### src/rtl/mult_arb_pkg.sv
// Shared types and helpers for the multiplier-sharing arbiter.
// State encoding and sizing helpers used by the top and the round-robin arbiter.
package mult_arb_pkg;

    localparam logic [1:0] ST_IDLE  = 2'b00;
    localparam logic [1:0] ST_ISSUE = 2'b01;
    localparam logic [1:0] ST_WAIT  = 2'b10;
    localparam logic [1:0] ST_RESP  = 2'b11;

    typedef enum logic [1:0] {
        IDLE  = ST_IDLE,
        ISSUE = ST_ISSUE,
        WAIT  = ST_WAIT,
        RESP  = ST_RESP
    } state_t;

    // Ceiling log2, at least 1 so that derived vectors never collapse to zero width.
    function automatic int clog2(input int value);
        int result;
        result = 1;
        for (int i = 1; i < 31; i++) begin
            if ((1 << i) < value) begin
                result = i + 1;
            end
        end
        return result;
    endfunction

endpackage

### src/rtl/mult_arbiter_if.sv
// Requester-side bus of the multiplier arbiter: operation request and result return.
interface mult_arbiter_if #(
    parameter int N    = 4,
    parameter int NREQ = 4
);
    logic [NREQ-1:0]   req_valid;
    logic [NREQ-1:0]   req_ready;
    logic [NREQ*N-1:0] req_a;
    logic [NREQ*N-1:0] req_b;
    logic [NREQ-1:0]   resp_valid;
    logic [2*N-1:0]    resp_r;
    logic              resp_err;
    logic [NREQ-1:0]   resp_ack;

    // Arbiter side
    modport slave (
        input  req_valid, req_a, req_b, resp_ack,
        output req_ready, resp_valid, resp_r, resp_err
    );

    // Requester side
    modport master (
        output req_valid, req_a, req_b, resp_ack,
        input  req_ready, resp_valid, resp_r, resp_err
    );
endinterface

### src/rtl/mult_arbiter_rr.sv
// Combinational round-robin arbiter: first asserted request at or after ptr, wrapping.
// Produces a one-hot grant, the grant index and an any-grant flag.
module rr_arbiter
    import mult_arb_pkg::*;
#(
    parameter int NREQ = 4,
    parameter int PW   = clog2(NREQ)
) (
    input  logic [NREQ-1:0] req,
    input  logic [PW-1:0]   ptr,
    output logic [NREQ-1:0] grant,
    output logic [PW-1:0]   grant_idx,
    output logic            grant_any
);

    int cand;

    // Scan from the farthest offset down so the closest request to ptr wins.
    always_comb begin
        grant_idx = '0;
        grant_any = 1'b0;
        cand      = 0;
        for (int k = NREQ - 1; k >= 0; k--) begin
            cand = int'(ptr) + k;
            if (cand >= NREQ) begin
                cand = cand - NREQ;
            end
            if (req[PW'(cand)]) begin
                grant_idx = PW'(cand);
                grant_any = 1'b1;
            end
        end
    end

    genvar gi;
    generate
        for (gi = 0; gi < NREQ; gi++) begin : g_grant
            assign grant[gi] = grant_any && (grant_idx == PW'(gi));
        end
    endgenerate

endmodule

### src/rtl/mult_arbiter.sv
// Shares one multi-cycle multiplier among NREQ requesters with round-robin grant,
// a single job in flight, and a watchdog that aborts a stalled multiplication.
module mult_arbiter
    import mult_arb_pkg::*;
#(
    parameter int N       = 4,
    parameter int NREQ    = 4,
    parameter int TIMEOUT = 64
) (
    input  logic            clk,
    input  logic            rst_n,
    mult_arbiter_if.slave   rbus,
    output logic            mul_set,
    output logic [N-1:0]    mul_a,
    output logic [N-1:0]    mul_b,
    input  logic            mul_ready,
    input  logic [2*N-1:0]  mul_r,
    output logic            busy
);

    localparam int PW = clog2(NREQ);
    localparam int WW = (TIMEOUT > 1) ? clog2(TIMEOUT) : 1;
    localparam logic [WW-1:0] WD_LAST = (TIMEOUT > 0) ? WW'(TIMEOUT - 1) : '0;

    state_t          state_reg;
    logic [PW-1:0]   ptr_reg;
    logic [PW-1:0]   owner_reg;
    logic [WW-1:0]   wd_reg;
    logic [N-1:0]    mul_a_reg;
    logic [N-1:0]    mul_b_reg;
    logic            mul_set_reg;
    logic [2*N-1:0]  resp_r_reg;
    logic            resp_err_reg;
    logic [NREQ-1:0] resp_valid_reg;
    logic            busy_reg;

    logic [NREQ-1:0] grant;
    logic [PW-1:0]   grant_idx;
    logic            grant_any;
    logic [NREQ-1:0] owner_hot;
    logic [N-1:0]    a_slice [NREQ];
    logic [N-1:0]    b_slice [NREQ];

    rr_arbiter #(
        .NREQ (NREQ),
        .PW   (PW)
    ) u_rr (
        .req       (rbus.req_valid),
        .ptr       (ptr_reg),
        .grant     (grant),
        .grant_idx (grant_idx),
        .grant_any (grant_any)
    );

    genvar gi;
    generate
        for (gi = 0; gi < NREQ; gi++) begin : g_slice
            assign a_slice[gi]   = rbus.req_a[gi*N +: N];
            assign b_slice[gi]   = rbus.req_b[gi*N +: N];
            assign owner_hot[gi] = (owner_reg == PW'(gi));
        end
    endgenerate

    // Accept is Mealy so a requester sees ready in the same cycle it is chosen.
    assign rbus.req_ready  = (state_reg == IDLE) ? grant : '0;
    assign rbus.resp_valid = resp_valid_reg;
    assign rbus.resp_r     = resp_r_reg;
    assign rbus.resp_err   = resp_err_reg;
    assign mul_set         = mul_set_reg;
    assign mul_a           = mul_a_reg;
    assign mul_b           = mul_b_reg;
    assign busy            = busy_reg;

    always_ff @(posedge clk or negedge rst_n) begin
        if (!rst_n) begin
            state_reg      <= IDLE;
            ptr_reg        <= '0;
            owner_reg      <= '0;
            wd_reg         <= '0;
            mul_a_reg      <= '0;
            mul_b_reg      <= '0;
            mul_set_reg    <= 1'b0;
            resp_r_reg     <= '0;
            resp_err_reg   <= 1'b0;
            resp_valid_reg <= '0;
            busy_reg       <= 1'b0;
        end else begin
            mul_set_reg <= 1'b0;
            case (state_reg)
                IDLE: begin
                    if (grant_any) begin
                        mul_a_reg   <= a_slice[grant_idx];
                        mul_b_reg   <= b_slice[grant_idx];
                        owner_reg   <= grant_idx;
                        ptr_reg     <= (grant_idx == PW'(NREQ - 1)) ? '0 : grant_idx + 1'b1;
                        mul_set_reg <= 1'b1;
                        busy_reg    <= 1'b1;
                        state_reg   <= ISSUE;
                    end
                end
                ISSUE: begin
                    wd_reg    <= '0;
                    state_reg <= WAIT;
                end
                WAIT: begin
                    // A completing multiplier beats a simultaneous watchdog expiry.
                    if (mul_ready) begin
                        resp_r_reg     <= mul_r;
                        resp_err_reg   <= 1'b0;
                        resp_valid_reg <= owner_hot;
                        state_reg      <= RESP;
                    end else if ((TIMEOUT != 0) && (wd_reg == WD_LAST)) begin
                        resp_r_reg     <= '0;
                        resp_err_reg   <= 1'b1;
                        resp_valid_reg <= owner_hot;
                        state_reg      <= RESP;
                    end else begin
                        wd_reg <= wd_reg + 1'b1;
                    end
                end
                RESP: begin
                    if (rbus.resp_ack[owner_reg]) begin
                        resp_valid_reg <= '0;
                        busy_reg       <= 1'b0;
                        state_reg      <= IDLE;
                    end
                end
                default: state_reg <= IDLE;
            endcase
        end
    end

endmodule
### src/flat_wrapper.sv
// flat-port wrapper written by rule: the top's interface ports become plain ports
module mult_arbiter_flat import mult_arb_pkg::*;
#(
    parameter int N       = 4,
    parameter int NREQ    = 4,
    parameter int TIMEOUT = 64
)
  (clk, rst_n, mul_set, mul_a, mul_b, mul_ready, mul_r, busy, rbus_req_valid, rbus_req_a, rbus_req_b, rbus_resp_ack, rbus_req_ready, rbus_resp_valid, rbus_resp_r, rbus_resp_err);
  mult_arbiter_if #(.N(N), .NREQ(NREQ)) rbus_i ();
  input  logic clk;
  input  logic rst_n;
  output logic mul_set;
  output logic [N-1:0] mul_a;
  output logic [N-1:0] mul_b;
  input  logic mul_ready;
  input  logic [2*N-1:0] mul_r;
  output logic busy;
  input wire logic [$bits(rbus_i.req_valid)-1:0] rbus_req_valid;
  input wire logic [$bits(rbus_i.req_a)-1:0] rbus_req_a;
  input wire logic [$bits(rbus_i.req_b)-1:0] rbus_req_b;
  input wire logic [$bits(rbus_i.resp_ack)-1:0] rbus_resp_ack;
  output wire logic [$bits(rbus_i.req_ready)-1:0] rbus_req_ready;
  output wire logic [$bits(rbus_i.resp_valid)-1:0] rbus_resp_valid;
  output wire logic [$bits(rbus_i.resp_r)-1:0] rbus_resp_r;
  output wire logic [$bits(rbus_i.resp_err)-1:0] rbus_resp_err;
  assign rbus_i.req_valid = rbus_req_valid;
  assign rbus_i.req_a = rbus_req_a;
  assign rbus_i.req_b = rbus_req_b;
  assign rbus_i.resp_ack = rbus_resp_ack;
  assign rbus_req_ready = rbus_i.req_ready;
  assign rbus_resp_valid = rbus_i.resp_valid;
  assign rbus_resp_r = rbus_i.resp_r;
  assign rbus_resp_err = rbus_i.resp_err;
  mult_arbiter #(.N(N), .NREQ(NREQ), .TIMEOUT(TIMEOUT)) u_core (.clk(clk), .rst_n(rst_n), .rbus(rbus_i), .mul_set(mul_set), .mul_a(mul_a), .mul_b(mul_b), .mul_ready(mul_ready), .mul_r(mul_r), .busy(busy));
endmodule
### config.mk
export PLATFORM = sky130hd
export DESIGN_NAME = mult_arbiter_flat
export DESIGN_NICKNAME = d
export VERILOG_FILES = /design/src/rtl/mult_arb_pkg.sv /design/src/rtl/mult_arbiter_if.sv /design/src/rtl/mult_arbiter_rr.sv /design/src/rtl/mult_arbiter.sv /design/src/flat_wrapper.sv
export SDC_FILE = /design/constraint.sdc
export NUM_CORES = 1
export LEC_CHECK = 0
export ABC_AREA = 1
export CAP_MARGIN = 20
export CELL_PAD_IN_SITES_DETAIL_PLACEMENT = 2
export CELL_PAD_IN_SITES_GLOBAL_PLACEMENT = 2
export CORE_MARGIN = 2
export CORE_UTILIZATION = 24
export DETAILED_ROUTE_END_ITERATION = 8
export GPL_ROUTABILITY_DRIVEN = 0
export PLACE_DENSITY = 0.83
export SYNTH_ARGS = -nofsm -noshare
export SYNTH_HDL_FRONTEND = slang
export SYNTH_HIERARCHICAL = 1
export SYNTH_SLANG_ARGS = --single-unit
### constraint.sdc
create_clock -name clk -period 2.1 [get_ports clk]
set_input_delay 0.21 -clock clk [delete_from_list [all_inputs] [get_ports clk]]
set_output_delay 0.21 -clock clk [all_outputs]
set_load 0.01 [all_outputs]
# Yosys cells after proc, flatten, opt, wreduce, memory -nomap -nowiden
# Cells that the tools add are included.
dict set report totals {
  out_inout_bits 27
  register_bits 35
  wordCells 118
  inputBits 51
}
dict set report op_classes {
  n_mux 55
  n_eq_ne 15
  order_cmp 10
  n_addsub 9
  reduce_logical 17
  bitwise 1
}
# cell n
set ops {}
lappend ops {{$mux W4} 8}
lappend ops {{$mux W2} 13}
lappend ops {{$mux W1} 19}
lappend ops {{$bmux W4 S2} 2}
lappend ops {{$lt A2 B4 Y1 const B} 4}
lappend ops {{$mux W8} 2}
lappend ops {{$eq A2 B2 Y1 const B} 6}
lappend ops {{$ge A3 B3 Y1 const B} 4}
lappend ops {{$mux W6} 2}
lappend ops {{$pmux W6 S2} 1}
lappend ops {{$reduce_and A3 Y1} 4}
lappend ops {{$bmux W1 S2} 5}
lappend ops {{$pmux W2 S4} 1}
lappend ops {{$pmux W4 S2} 1}
lappend ops {{$reduce_bool A2 Y1} 4}
lappend ops {{$sub A2 B1 Y2 const B} 4}
lappend ops {{$add A2 B2 Y3 const B} 2}
lappend ops {{$add A6 B1 Y6 const B} 1}
lappend ops {{$eq A2 B1 Y1 const B} 3}
lappend ops {{$eq A6 B6 Y1 const B} 1}
lappend ops {{$logic_not A2 Y1} 3}
lappend ops {{$ne A2 B2 Y1 const B} 3}
lappend ops {{$logic_and A1 B1 Y1} 4}
lappend ops {{$reduce_and A2 Y1} 2}
lappend ops {{other kinds (8)} 8}

# Logic depth before layout (Yosys ltp)
# Gate-level depths: netlist of the first run.
dict set report logic_depth {
  depth_word 14
  ltp_mapped 15
  depth_no_buf 12
}

# Modules after synthesis
# The synthesis of the first run kept the hierarchy.
# module cells_per_inst seq_area_each_um2 instances area_per_inst_um2
set by_module_without_submodules {}
lappend by_module_without_submodules {mult_arbiter 245 875.8 1 1926.8}
lappend by_module_without_submodules {rr_arbiter 54 0.0 1 305.3}

# Worst setup path after synthesis of the first run
# Ideal clock, no wire load.
dict set report synth_path {
  kind {reg2reg}
  startpoint {reg u_core.ptr_reg[0]}
  endpoint {reg u_core.mul_a_reg[1] (netlist: u_core/mul_a[1])}
  arrival_ps 1688
  path_stages_with_launch 15
  n_path_buf 2
  slack_ps 288
  setup_time_ps 124
  synth_period_minus_slack_ps 1812
  required_ps 1976
  cell_sequence {dfrtp_1 -> buf_6 -> inv_6 -> nand2_1 -> nand2_2 -> nand2_2 -> nand2_2 -> nand2_2 -> nand3_4 -> nand2_4 -> buf_4 -> or2_2 -> o21ai_0 -> o21a_1 -> o31ai_1}
}
dict set report synth_via {
  elab_chain_len 14
  word_cells_on_any_way 40
  cone_classes {add/sub: 7; order compare: 4; mux: 27; bitwise: 1; reduce/logical: 1}
}
# item line
set synth_lines {}
lappend synth_lines {{start, declared} mult_arbiter.sv:26} ;# logic [PW-1:0] ptr_reg;
lappend synth_lines {{start signal, assigned} mult_arbiter.sv:95} ;# ptr_reg <= (grant_idx == PW'(NREQ - 1)) ? '0 : grant_idx + 1'b1;
lappend synth_lines {{$add A2 B2 Y3} mult_arbiter_rr.sv:24} ;# cand = int'(ptr) + k;
lappend synth_lines {{$ge A3 B3 Y1 / $sub A2 B1 Y2 (equally long branches)} {mult_arbiter_rr.sv:25, mult_arbiter_rr.sv:26}}
lappend synth_lines {{$mux W2} mult_arbiter_rr.sv:25} ;# if (cand >= NREQ) begin
lappend synth_lines {{$bmux W1 S2} mult_arbiter_rr.sv:28} ;# if (req[PW'(cand)]) begin
lappend synth_lines {{$mux W1 (implied by the code) (2 in series)} mult_arbiter_rr.sv:28}
lappend synth_lines {{$mux W2 (3 in series)} mult_arbiter_rr.sv:28}
lappend synth_lines {{$mux W2 *} mult_arbiter_rr.sv:28}
lappend synth_lines {{via u_core.grant_idx[0]} mult_arbiter.sv:38} ;# logic [PW-1:0] grant_idx;
lappend synth_lines {{$not A2 Y3 (implied by the code) *} mult_arbiter.sv:92} ;# mul_a_reg <= a_slice[grant_idx];
lappend synth_lines {{$bmux W4 S2 *} mult_arbiter.sv:92}
lappend synth_lines {{$mux W4 (implied by the code) * (2 in series)} mult_arbiter.sv:92}
lappend synth_lines {{end signal, assigned} mult_arbiter.sv:92}
lappend synth_lines {{end, declared} mult_arbiter.sv:29} ;# logic [N-1:0] mul_a_reg;
# Mark *: on every way through the listed nets, which the timed path passes. The rest lies on a longest branch. The select of a mux whose other input is x is not followed.
# A chain may end at the register's enable or synchronous reset.

# Final worst setup path of the first run
dict set report layout_path {
  startpoint {reg u_core.ptr_reg[0]}
  endpoint {out rbus_req_ready[2]}
}
dict set report layout_via {
  elab_chain_len 13
  word_cells_on_any_way 38
  cone_classes {add/sub: 7; order compare: 4; eq/ne: 1; mux: 25; reduce/logical: 1}
}
# item line
set layout_lines {}
lappend layout_lines {{$add A2 B2 Y3} mult_arbiter_rr.sv:24}
lappend layout_lines {{$ge A3 B3 Y1 / $sub A2 B1 Y2 (equally long branches)} {mult_arbiter_rr.sv:25, mult_arbiter_rr.sv:26}}
lappend layout_lines {{$mux W2} mult_arbiter_rr.sv:25}
lappend layout_lines {{$bmux W1 S2} mult_arbiter_rr.sv:28}
lappend layout_lines {{$mux W1 (implied by the code) (2 in series)} mult_arbiter_rr.sv:28}
lappend layout_lines {{$mux W2 (3 in series)} mult_arbiter_rr.sv:28}
lappend layout_lines {{$mux W2 *} mult_arbiter_rr.sv:28}
lappend layout_lines {{via u_core.grant_idx[0]} mult_arbiter.sv:38}
lappend layout_lines {{$eq A2 B2 Y1 *} mult_arbiter_rr.sv:38} ;# assign grant[gi] = grant_any && (grant_idx == PW'(gi));
lappend layout_lines {{$logic_and A1 B1 Y1 *} mult_arbiter_rr.sv:38}
lappend layout_lines {{via u_core.grant[2]} mult_arbiter.sv:37} ;# logic [NREQ-1:0] grant;
lappend layout_lines {{$mux W4 *} mult_arbiter.sv:65} ;# assign rbus.req_ready = (state_reg == IDLE) ? grant : '0;
lappend layout_lines {{end, declared} flat_wrapper.sv:22} ;# output wire logic [$bits(rbus_i.req_ready)-1:0] rbus_req_ready;
# Marks and branches as above.

==> flow_summary.html, run 1 <==
<table>
<tr><th>Metric</th><th>Value</th></tr>
<tr><th colspan="2">Power</th></tr>
<tr><td>Switching power share of the total</td><td>47.2%</td></tr>
<tr><td>Net switching component of the power</td><td>2560 uW</td></tr>
<tr><td>Internal Pwr Total</td><td>2870 uW</td></tr>
<tr><td>Flop pwr share</td><td>22.0%</td></tr>
<tr><td>Clock share of power</td><td>11.0%</td></tr>
<tr><td>Power per cell area</td><td>1580 mW/mm2</td></tr>
<tr><td>Maximum vdd ir drop</td><td>0.000567 V</td></tr>
<tr><td>Total leakage power</td><td>0.00164 uW</td></tr>
<tr><td>Power, Total</td><td>5430 uW</td></tr>
<tr><td>Combinational share of power</td><td>67.0%</td></tr>
<tr><th colspan="2">Job</th></tr>
<tr><td>Max-cap violation count</td><td>0</td></tr>
<tr><th colspan="2">Clock network</th></tr>
<tr><td>Number of sinks on the clock net</td><td>35</td></tr>
<tr><td>Root buf cell</td><td>sky130_fd_sc_hd__clkbuf_8</td></tr>
<tr><td>H-tree depth reported by CTS</td><td>2</td></tr>
<tr><td>Clock tree from TritonCTS</td><td>built</td></tr>
<tr><td>Maximum buffer depth of the clock tree</td><td>2</td></tr>
<tr><td>Clock latency on the worst-skew pair</td><td>0.29 ns</td></tr>
<tr><td>Clock transition at the register clock pins on the worst setup and hold paths after CTS</td><td>0.07 ns</td></tr>
<tr><td>CTS Hold Bufs</td><td>0</td></tr>
<tr><td>Inserted Clock Buffers</td><td>5</td></tr>
<tr><th colspan="2">GRT</th></tr>
<tr><td>Initial antenna violation count</td><td>0</td></tr>
<tr><td>Global-route usage over all layers</td><td>15.3%</td></tr>
<tr><td>Total grt overflow</td><td>0</td></tr>
<tr><td>Global-route wire length before repair</td><td>12,300 um</td></tr>
<tr><td>Maximum number of pins on one net before global-route repair</td><td>36</td></tr>
<tr><td>Via count of the first global-routing pass</td><td>2,574</td></tr>
<tr><th colspan="2">Finish</th></tr>
<tr><td>Count of nets after finishing</td><td>449</td></tr>
<tr><td>Fraction of final layout cells with drive strength greater than 1</td><td>21.9%</td></tr>
<tr><td>Post-layout util</td><td>37.6%</td></tr>
<tr><td>Fin cells</td><td>503</td></tr>
<tr><td>Antenna diode count</td><td>0</td></tr>
<tr><td>Flip-flop count of the largest register, all copies and words added</td><td>8</td></tr>
<tr><td>Signed area change from the synthesized netlist to the final layout</td><td>54.0%</td></tr>
<tr><th colspan="2">Hold path</th></tr>
<tr><td>Worst hold-check path type</td><td>primary input to async pin</td></tr>
<tr><th colspan="2">Drt</th></tr>
<tr><td>Routed vias</td><td>2,353</td></tr>
<tr><td>DRC violations left</td><td>0</td></tr>
<tr><td>Count of routing violations after the opening detailed-route iteration</td><td>28</td></tr>
<tr><td>Routed vias/inst</td><td>4.68</td></tr>
<tr><td>Post-DRT Antenna Nets</td><td>0</td></tr>
<tr><td>Total detailed-routing wirelength</td><td>7740 um</td></tr>
<tr><td>1st-pass router iterations</td><td>4</td></tr>
<tr><td>WL per Instance</td><td>15.4 um</td></tr>
<tr><th colspan="2">Logic synthesis</th></tr>
<tr><td>Area share of the leading cell type in the synthesized netlist</td><td>39.2%</td></tr>
<tr><td>Total nets after synthesis</td><td>356</td></tr>
<tr><td>Unique cell type count in the Yosys netlist</td><td>36</td></tr>
<tr><td>Netlist area before placement</td><td>0.00223 mm2</td></tr>
<tr><td>Synthesized flop and latch total</td><td>35</td></tr>
<tr><td>Synthesized instance count</td><td>299</td></tr>
<tr><td>Async set or reset register ratio after synthesis</td><td>100%</td></tr>
<tr><td>Top post-synthesis cells by area</td><td>sky130_fd_sc_hd__dfrtp_1 39%, sky130_fd_sc_hd__nand2_1 15%, sky130_fd_sc_hd__nor2_1 5.4%</td></tr>
<tr><td>Count of flip-flops with a built-in enable after synthesis</td><td>0</td></tr>
<tr><td>Count of yosys warnings during synthesis</td><td>6</td></tr>
<tr><td>Register area share after synthesis</td><td>39.2%</td></tr>
<tr><td>Top cells by count, synth</td><td>92 x sky130_fd_sc_hd__nand2_1, 35 x sky130_fd_sc_hd__dfrtp_1, 32 x sky130_fd_sc_hd__nor2_1</td></tr>
<tr><td>Ys flop type</td><td>sky130_fd_sc_hd__dfrtp_1</td></tr>
<tr><td>Mean post-synth cell area</td><td>7.47 um2</td></tr>
<tr><td>Top cell type by total area after synthesis</td><td>sky130_fd_sc_hd__dfrtp_1</td></tr>
<tr><td>Most numerous cell in the Yosys netlist</td><td>sky130_fd_sc_hd__nand2_1</td></tr>
<tr><th colspan="2">STA</th></tr>
<tr><td>Slew HR</td><td>45.5%</td></tr>
<tr><td>Final hold viol count</td><td>0</td></tr>
<tr><td>Sum Neg Setup Slack</td><td>-0.0188 ns</td></tr>
<tr><td>Post-route minimum period</td><td>2.12 ns</td></tr>
<tr><td>Final setup violating endpoints</td><td>1</td></tr>
<tr><td>Unrepaired setup endpoints after global routing</td><td>true</td></tr>
<tr><td>Setup slack of the critical path after layout</td><td>-0.0188 ns</td></tr>
<tr><td>Worst Tran Pin Value</td><td>0.818 ns</td></tr>
<tr><td>Share of the cycle needed by the critical path after routing</td><td>101%</td></tr>
<tr><td>Number of slew-limit violations in the final report</td><td>0</td></tr>
<tr><td>Maximum clock rate</td><td>472 MHz</td></tr>
<tr><td>Largest clock skew in the final design</td><td>0.00496 ns</td></tr>
<tr><th colspan="2">Critical path</th></tr>
<tr><td>Crit path launch type</td><td>flop</td></tr>
<tr><td>Data arrival time of the critical path</td><td>1.91 ns</td></tr>
<tr><td>Ordered cell list for the critical path</td><td>buf_6 &gt; o21ai_4 &gt; nand2_4 &gt; nand2_2 &gt; nand2_2 &gt; nand3_4 &gt; nand2_4 &gt; buf_6 &gt; nor2_4 &gt; nand2_2 &gt; inv_2 &gt; buf_6</td></tr>
<tr><td>Worst path max stage delay</td><td>0.44 ns</td></tr>
<tr><td>Crit-path slowest cell</td><td>sky130_fd_sc_hd__dfrtp_2</td></tr>
<tr><td>R2R cell count</td><td>12</td></tr>
<tr><td>Endpoint required time on the critical path</td><td>1.89 ns</td></tr>
<tr><td>Sort of element at the end of the critical path</td><td>primary output</td></tr>
<tr><td>Type of the setup path with the least slack</td><td>flop to primary output</td></tr>
<tr><td>CP Max Fanout</td><td>5</td></tr>
<tr><th colspan="2">Floorplanning</th></tr>
<tr><td>Std cell rows</td><td>35</td></tr>
<tr><td>Core region area</td><td>0.00915 mm2</td></tr>
<tr><td>Die Height</td><td>100 um</td></tr>
<tr><td>IO Count</td><td>78</td></tr>
<tr><td>Initial Util</td><td>24.4%</td></tr>
<tr><td>Die area</td><td>0.0101 mm2</td></tr>
<tr><td>Chip Width</td><td>100 um</td></tr>
<tr><th colspan="2">Placed design</th></tr>
<tr><td>Pre-CTS worst setup slack</td><td>-0.259 ns</td></tr>
<tr><td>Placed instance count</td><td>490</td></tr>
<tr><td>Post-detailed-placement half-perimeter wirelength</td><td>5550 um</td></tr>
<tr><td>Port Buffer Count</td><td>77</td></tr>
<tr><th colspan="2">Outcome</th></tr>
<tr><td>Outcome</td><td>finished, violations left</td></tr>
<tr><td>Violated checks</td><td>negative setup slack</td></tr>
</table>
## path summary, 6_finish.rpt
kind,end,slack [ns],startpoint
worst max-delay path,rbus_req_ready[2],-0.02,u_core/ptr_reg[0]
worst min-delay path,u_core/rbus.resp_r[3],0.007,rst_n
worst max register to register,u_core/mul_a[1],0.05,u_core/ptr_reg[0]
worst min register to register,u_core/rbus.resp_r[0],0.47,u_core/rbus.resp_r[0]
max in group asynchronous,u_core/ptr_reg[0],1.52,rst_n
min in group clk,u_core/rbus.resp_r[3],0.47,mul_r[3]
## cells by family (layout without fill, tap and decap cells)
family | count (synthesis) | count (layout) | share of synthesized area, %
adders and majority gates | 6 | 6 | 3.36
buffers and inverters | 43 | 136 | 9.02
xor gates and xnor gates | 2 | 2 | 0.785
and+or+nand+nor | 178 | 178 | 38.5
DFF | 35 | 35 | 39.2
AOI/OAI and AO/OA | 35 | 35 | 9.08
## through the flow
step | area (um2) | hold WS, ns
after floorplan | 2230 | -0.0856
after global placement | 3150 | 0.356
after detailed placement | 3150 | 0.367
after CTS | 3300 | 0.0444
after global routing | 3440 | 0.0684
final | 3440 | 0.00738
## timing repair
| action | CTS | global route |
|---|---|---|
| gates resized for setup | 19 | 42 |
| gates cloned | 0 | 0 |
| setup buffers | 4 | 3 |
| endpoints found under the setup margin | 12 | 15 |
| pin swaps | 4 | 15 |
| endpoints found under the hold margin | 0 | 0 |
## critical path, delay by kind of cell, from the launching register on
kind / cells / cell delay [ns]
AND/OR/NAND/NOR: 7 / 0.53
AO/OA/AOI/OAI: 1 / 0.21
buffers and inverters: 4 / 0.43
flip-flops: 1 / 0.44
## layout make-up
class                           count  area, um2
Timing Repair Buffer               93        902
Fill cell                        1066       5710
Tap cell                          111        139
Sequential cell                    35        878
Clock buffer                        6       72.6
Clock inverter                      1       30.0
Multi-Input combinational cell    221       1260
Inverter                           36        153
## power groups by stage
stage,Sequential [uW],Combinational (uW),Clock (uW)
finish,1190,3640,598
CTS,1190,3310,620
detailed placement,1220,3160,0
global route,1240,4040,638
global placement,1200,3010,0
floorplan,1240,1920,0
## cell usage in the layout (no fill, tap or decap), types with 6 or more instances in the layout
master,n
sky130_fd_sc_hd__buf_4,12
sky130_fd_sc_hd__clkdlybuf4s50_1,72
sky130_fd_sc_hd__dfrtp_1,33
sky130_fd_sc_hd__ha_1,6
sky130_fd_sc_hd__inv_1,23
sky130_fd_sc_hd__inv_2,9
sky130_fd_sc_hd__nand2_1,85
sky130_fd_sc_hd__nand2_2,15
sky130_fd_sc_hd__nand2_4,7
sky130_fd_sc_hd__nand3_1,9
sky130_fd_sc_hd__nand3_4,6
sky130_fd_sc_hd__nand4_1,6
sky130_fd_sc_hd__nor2_1,29
sky130_fd_sc_hd__o21ai_0,12
sky130_fd_sc_hd__o21ai_1,8
## metal layers
metal | vias to the layer above | wire length, um | track usage (%)
met1 | 1159 | 3340 | 17.8
met5 | - | 0 | 0
li1 | 1134 | - | -
met4 | 0 | 82 | 4.43
met2 | 52 | 4070 | 28.9
met3 | 8 | 239 | 2.16
(Power assumes the default switching activity.)
==> run 2: changes to the inputs <==
- PLACE_DENSITY: 0.83 -> not set
- PLACE_DENSITY_LB_ADDON: not set -> 0.12
==> run 2 against run 1 <==
  * The run now ends clean
  * Critical path depth did not move
  * Cell count fell by 0.40%
  * Worst setup slack improved by 0.10 ns
  * Design area barely moved
  * Global-route usage fell by 1.2 points
  * Clock power fell by 7.9%
  * Clock skew fell by 0.0018 ns
  * Sequential cell count did not move
  * Non-clock buffer count fell by 3
  * Die area did not move
  * Critical path type unchanged
  * Largest power group unchanged
==> flow_summary.html, run 2 (synthesis results as in run 1) <==
<table>
<tr><th>Metric</th><th>Value</th></tr>
<tr><th colspan="2">Drt</th></tr>
<tr><td>Post-DRT Antenna Nets</td><td>0 (unchanged)</td></tr>
<tr><td>Routed vias/inst</td><td>4.52 (-3.3%)</td></tr>
<tr><td>Total detailed-routing wirelength</td><td>6930 um (-10%)</td></tr>
<tr><td>WL per Instance</td><td>13.8 um (-10%)</td></tr>
<tr><td>Count of routing violations after the opening detailed-route iteration</td><td>13 (-54%)</td></tr>
<tr><td>DRC violations left</td><td>0 (unchanged)</td></tr>
<tr><td>1st-pass router iterations</td><td>4 (unchanged)</td></tr>
<tr><td>Routed vias</td><td>2,267 (-3.7%)</td></tr>
<tr><th colspan="2">STA</th></tr>
<tr><td>Largest clock skew in the final design</td><td>0.00313 ns (-0.00184 ns)</td></tr>
<tr><td>Final hold viol count</td><td>0 (unchanged)</td></tr>
<tr><td>Slew HR</td><td>42.6% (-2.8 points)</td></tr>
<tr><td>Number of slew-limit violations in the final report</td><td>0 (unchanged)</td></tr>
<tr><td>Final setup violating endpoints</td><td>0 (-1)</td></tr>
<tr><td>Post-route minimum period</td><td>2.02 ns (-0.101 ns)</td></tr>
<tr><td>Share of the cycle needed by the critical path after routing</td><td>96.1% (-4.8 points)</td></tr>
<tr><td>Worst Tran Pin Value</td><td>0.861 ns (+0.0427 ns)</td></tr>
<tr><td>Unrepaired setup endpoints after global routing</td><td>true</td></tr>
<tr><td>Setup slack of the critical path after layout</td><td>0.0826 ns (+0.101 ns)</td></tr>
<tr><td>Maximum clock rate</td><td>496 MHz (+5.0%)</td></tr>
<tr><th colspan="2">Critical path</th></tr>
<tr><td>Internal reg-to-reg setup slack</td><td>0.14 ns (+0.09 ns)</td></tr>
<tr><td>Data arrival time of the critical path</td><td>1.81 ns (-0.10 ns)</td></tr>
<tr><td>Type of the setup path with the least slack</td><td>flop to primary output</td></tr>
<tr><td>Crit path launch type</td><td>flop</td></tr>
<tr><td>Endpoint required time on the critical path</td><td>1.89 ns (about the same)</td></tr>
<tr><td>Top cell by count, worst path</td><td>sky130_fd_sc_hd__nand2_4</td></tr>
<tr><td>CP Max Fanout</td><td>5 (unchanged)</td></tr>
<tr><td>Sort of element at the end of the critical path</td><td>primary output</td></tr>
<tr><td>Worst path max stage delay</td><td>0.42 ns (-0.02 ns)</td></tr>
<tr><td>Crit-path slowest cell</td><td>sky130_fd_sc_hd__dfrtp_2</td></tr>
<tr><td>Ordered cell list for the critical path</td><td>buf_12 &gt; clkinv_8 &gt; nand2_4 &gt; nand2_4 &gt; o22ai_4 &gt; nand3_2 &gt; nand3_4 &gt; buf_6 &gt; nor2_2 &gt; nand2_1 &gt; inv_1 &gt; buf_2</td></tr>
<tr><th colspan="2">GRT</th></tr>
<tr><td>Global-route wire length before repair</td><td>11,200 um (-8.5%)</td></tr>
<tr><td>Via count of the first global-routing pass</td><td>2,368 (-8.0%)</td></tr>
<tr><td>Total grt overflow</td><td>0 (unchanged)</td></tr>
<tr><td>Maximum number of pins on one net before global-route repair</td><td>36 (unchanged)</td></tr>
<tr><td>Global-route usage over all layers</td><td>14.1% (-1.2 points)</td></tr>
<tr><td>Initial antenna violation count</td><td>0 (unchanged)</td></tr>
<tr><th colspan="2">Floorplanning</th></tr>
<tr><td>Core region area</td><td>0.00915 mm2 (unchanged)</td></tr>
<tr><td>Chip Width</td><td>100 um (unchanged)</td></tr>
<tr><td>Std cell rows</td><td>35 (unchanged)</td></tr>
<tr><td>IO Count</td><td>78 (unchanged)</td></tr>
<tr><td>Die area</td><td>0.0101 mm2 (unchanged)</td></tr>
<tr><td>Initial Util</td><td>24.4% (unchanged)</td></tr>
<tr><td>Die Height</td><td>100 um (unchanged)</td></tr>
<tr><th colspan="2">Clock network</th></tr>
<tr><td>Inserted Clock Buffers</td><td>5 (unchanged)</td></tr>
<tr><td>Clock tree from TritonCTS</td><td>built</td></tr>
<tr><td>Clock transition at the register clock pins on the worst setup and hold paths after CTS</td><td>0.07 ns (about the same)</td></tr>
<tr><td>Number of sinks on the clock net</td><td>35 (unchanged)</td></tr>
<tr><td>Clock latency on the worst-skew pair</td><td>0.29 ns (about the same)</td></tr>
<tr><td>CTS Hold Bufs</td><td>0 (unchanged)</td></tr>
<tr><td>H-tree depth reported by CTS</td><td>2 (unchanged)</td></tr>
<tr><td>Maximum buffer depth of the clock tree</td><td>2 (unchanged)</td></tr>
<tr><td>Root buf cell</td><td>sky130_fd_sc_hd__clkbuf_8</td></tr>
<tr><th colspan="2">Finish</th></tr>
<tr><td>Most frequent cells in the layout</td><td>85 x sky130_fd_sc_hd__nand2_1, 72 x sky130_fd_sc_hd__clkdlybuf4s50_1, 33 x sky130_fd_sc_hd__dfrtp_1, 28 x sky130_fd_sc_hd__nor2_1, 24 x sky130_fd_sc_hd__inv_1</td></tr>
<tr><td>Fraction of final layout cells with drive strength greater than 1</td><td>21.8% (-0.14 points)</td></tr>
<tr><td>Count of nets after finishing</td><td>446 (-0.67%)</td></tr>
<tr><td>Flip-flop count of the largest register, all copies and words added</td><td>8 (unchanged)</td></tr>
<tr><td>Final non-filler cell area</td><td>0.00344 mm2 (about the same)</td></tr>
<tr><td>Signed area change from the synthesized netlist to the final layout</td><td>53.9% (about the same)</td></tr>
<tr><td>Most common library cell in the layout ignoring fill and taps</td><td>sky130_fd_sc_hd__nand2_1</td></tr>
<tr><td>Total area of multi-input combinational cells</td><td>0.00129 mm2 (+2.2%)</td></tr>
<tr><td>Layout filler cell count</td><td>1,068 (+0.19%)</td></tr>
<tr><td>Antenna diode count</td><td>0 (unchanged)</td></tr>
<tr><td>FF+latch area</td><td>878 um2 (unchanged)</td></tr>
<tr><th colspan="2">Placed design</th></tr>
<tr><td>Post-detailed-placement half-perimeter wirelength</td><td>5360 um (-3.5%)</td></tr>
<tr><td>Port Buffer Count</td><td>77 (unchanged)</td></tr>
<tr><td>Pre-CTS worst setup slack</td><td>-0.247 ns (+0.0120 ns)</td></tr>
<tr><td>DP Area</td><td>0.00315 mm2 (unchanged)</td></tr>
<tr><th colspan="2">Power</th></tr>
<tr><td>Combinational share of power</td><td>67.0% (about the same)</td></tr>
<tr><td>Maximum vdd ir drop</td><td>0.000489 V (-14%)</td></tr>
<tr><td>Internal Pwr Total</td><td>2800 uW (-2.6%)</td></tr>
<tr><td>Switching power share of the total</td><td>46.5% (-0.69 points)</td></tr>
<tr><td>Power per cell area</td><td>1520 mW/mm2 (-3.8%)</td></tr>
<tr><td>Total leakage power</td><td>0.00164 uW (about the same)</td></tr>
<tr><td>Net switching component of the power</td><td>2430 uW (-5.3%)</td></tr>
<tr><td>Clock share of power</td><td>10.6% (-0.4 points)</td></tr>
<tr><td>Flop pwr share</td><td>22.4% (+0.4 points)</td></tr>
<tr><td>Power, Total</td><td>5220 uW (-3.9%)</td></tr>
<tr><th colspan="2">Hold path</th></tr>
<tr><td>Worst hold-check path type</td><td>primary input to async pin</td></tr>
<tr><th colspan="2">Job</th></tr>
<tr><td>Max-cap violation count</td><td>0 (unchanged)</td></tr>
<tr><th colspan="2">Outcome</th></tr>
<tr><td>Outcome</td><td>finished clean</td></tr>
</table>
run 2: layer usage:
metal,track usage (%),vias to the layer above,wire (um)
met4,3.79,0,79
met2,26.1,50,3660
met5,0,-,0
met3,3.76,6,354
li1,-,1128,-
met1,15.8,1083,2840
run 2: final cells by class:
cell class                      count  share of cell area [%]
Multi-Input combinational cell    221                    37.6
Tap cell                          111                    4.04
Sequential cell                    35                    25.6
Clock buffer                        8                    2.91
Inverter                           36                    4.59
Timing Repair Buffer               90                    25.3
run 2: path summary, 6_finish.rpt:
kind	start	to	depth (start not counted)
worst min register to register	u_core/rbus.resp_r[7]	u_core/rbus.resp_r[7]	2
worst min-delay path	rst_n	u_core/wd_reg[5]	1
worst max-delay path	u_core/ptr_reg[0]	rbus_req_ready[1]	12
min in group clk	mul_r[6]	u_core/rbus.resp_r[6]	3
max in group asynchronous	rst_n	u_core/ptr_reg[1]	1
worst max register to register	u_core/ptr_reg[0]	u_core/mul_a[1]	12
run 2: timing repair:
item / 4_1_cts / 5_1_grt
setup endpoints to repair: 6 / 6
gates resized for setup: 17 / 43
pin swaps: 0 / 16
setup buffers: 2 / 2
endpoints found under the hold margin: 0 / 0
run 2: power groups by stage:
stage               Clock (uW)  Sequential (uW)  Combinational (uW)
floorplan                    0             1240                1920
global placement             0             1190                3090
detailed placement           0             1210                3150
CTS                        584             1170                3250
global route               605             1220                3960
finish                     551             1170                3500
run 2: per-stage QoR:
| step | std cells | setup TNS (ns) | hold WS [ns] | utilization, % |
|---|---|---|---|---|
| global route | 501 | -0.419 | 0.0993 | 37.5 |
| CTS | 500 | -0.00673 | 0.0602 | 35.8 |
| global placement | 490 | -0.712 | 0.377 | 34.4 |
| detailed placement | 490 | -1.05 | 0.380 | 34.4 |
| finish | 501 | 0 | 0.0309 | 37.5 |
| floorplan | 299 | 0 | -0.0856 | - |
run 2: worst max-delay path: cells and delay by family, from the launching register on:
family                 cells  cell delay, ns
buffers and inverters      5            0.53
flip-flops                 1            0.42
AO/OA/AOI/OAI              1            0.08
AND/OR/NAND/NOR            6            0.51
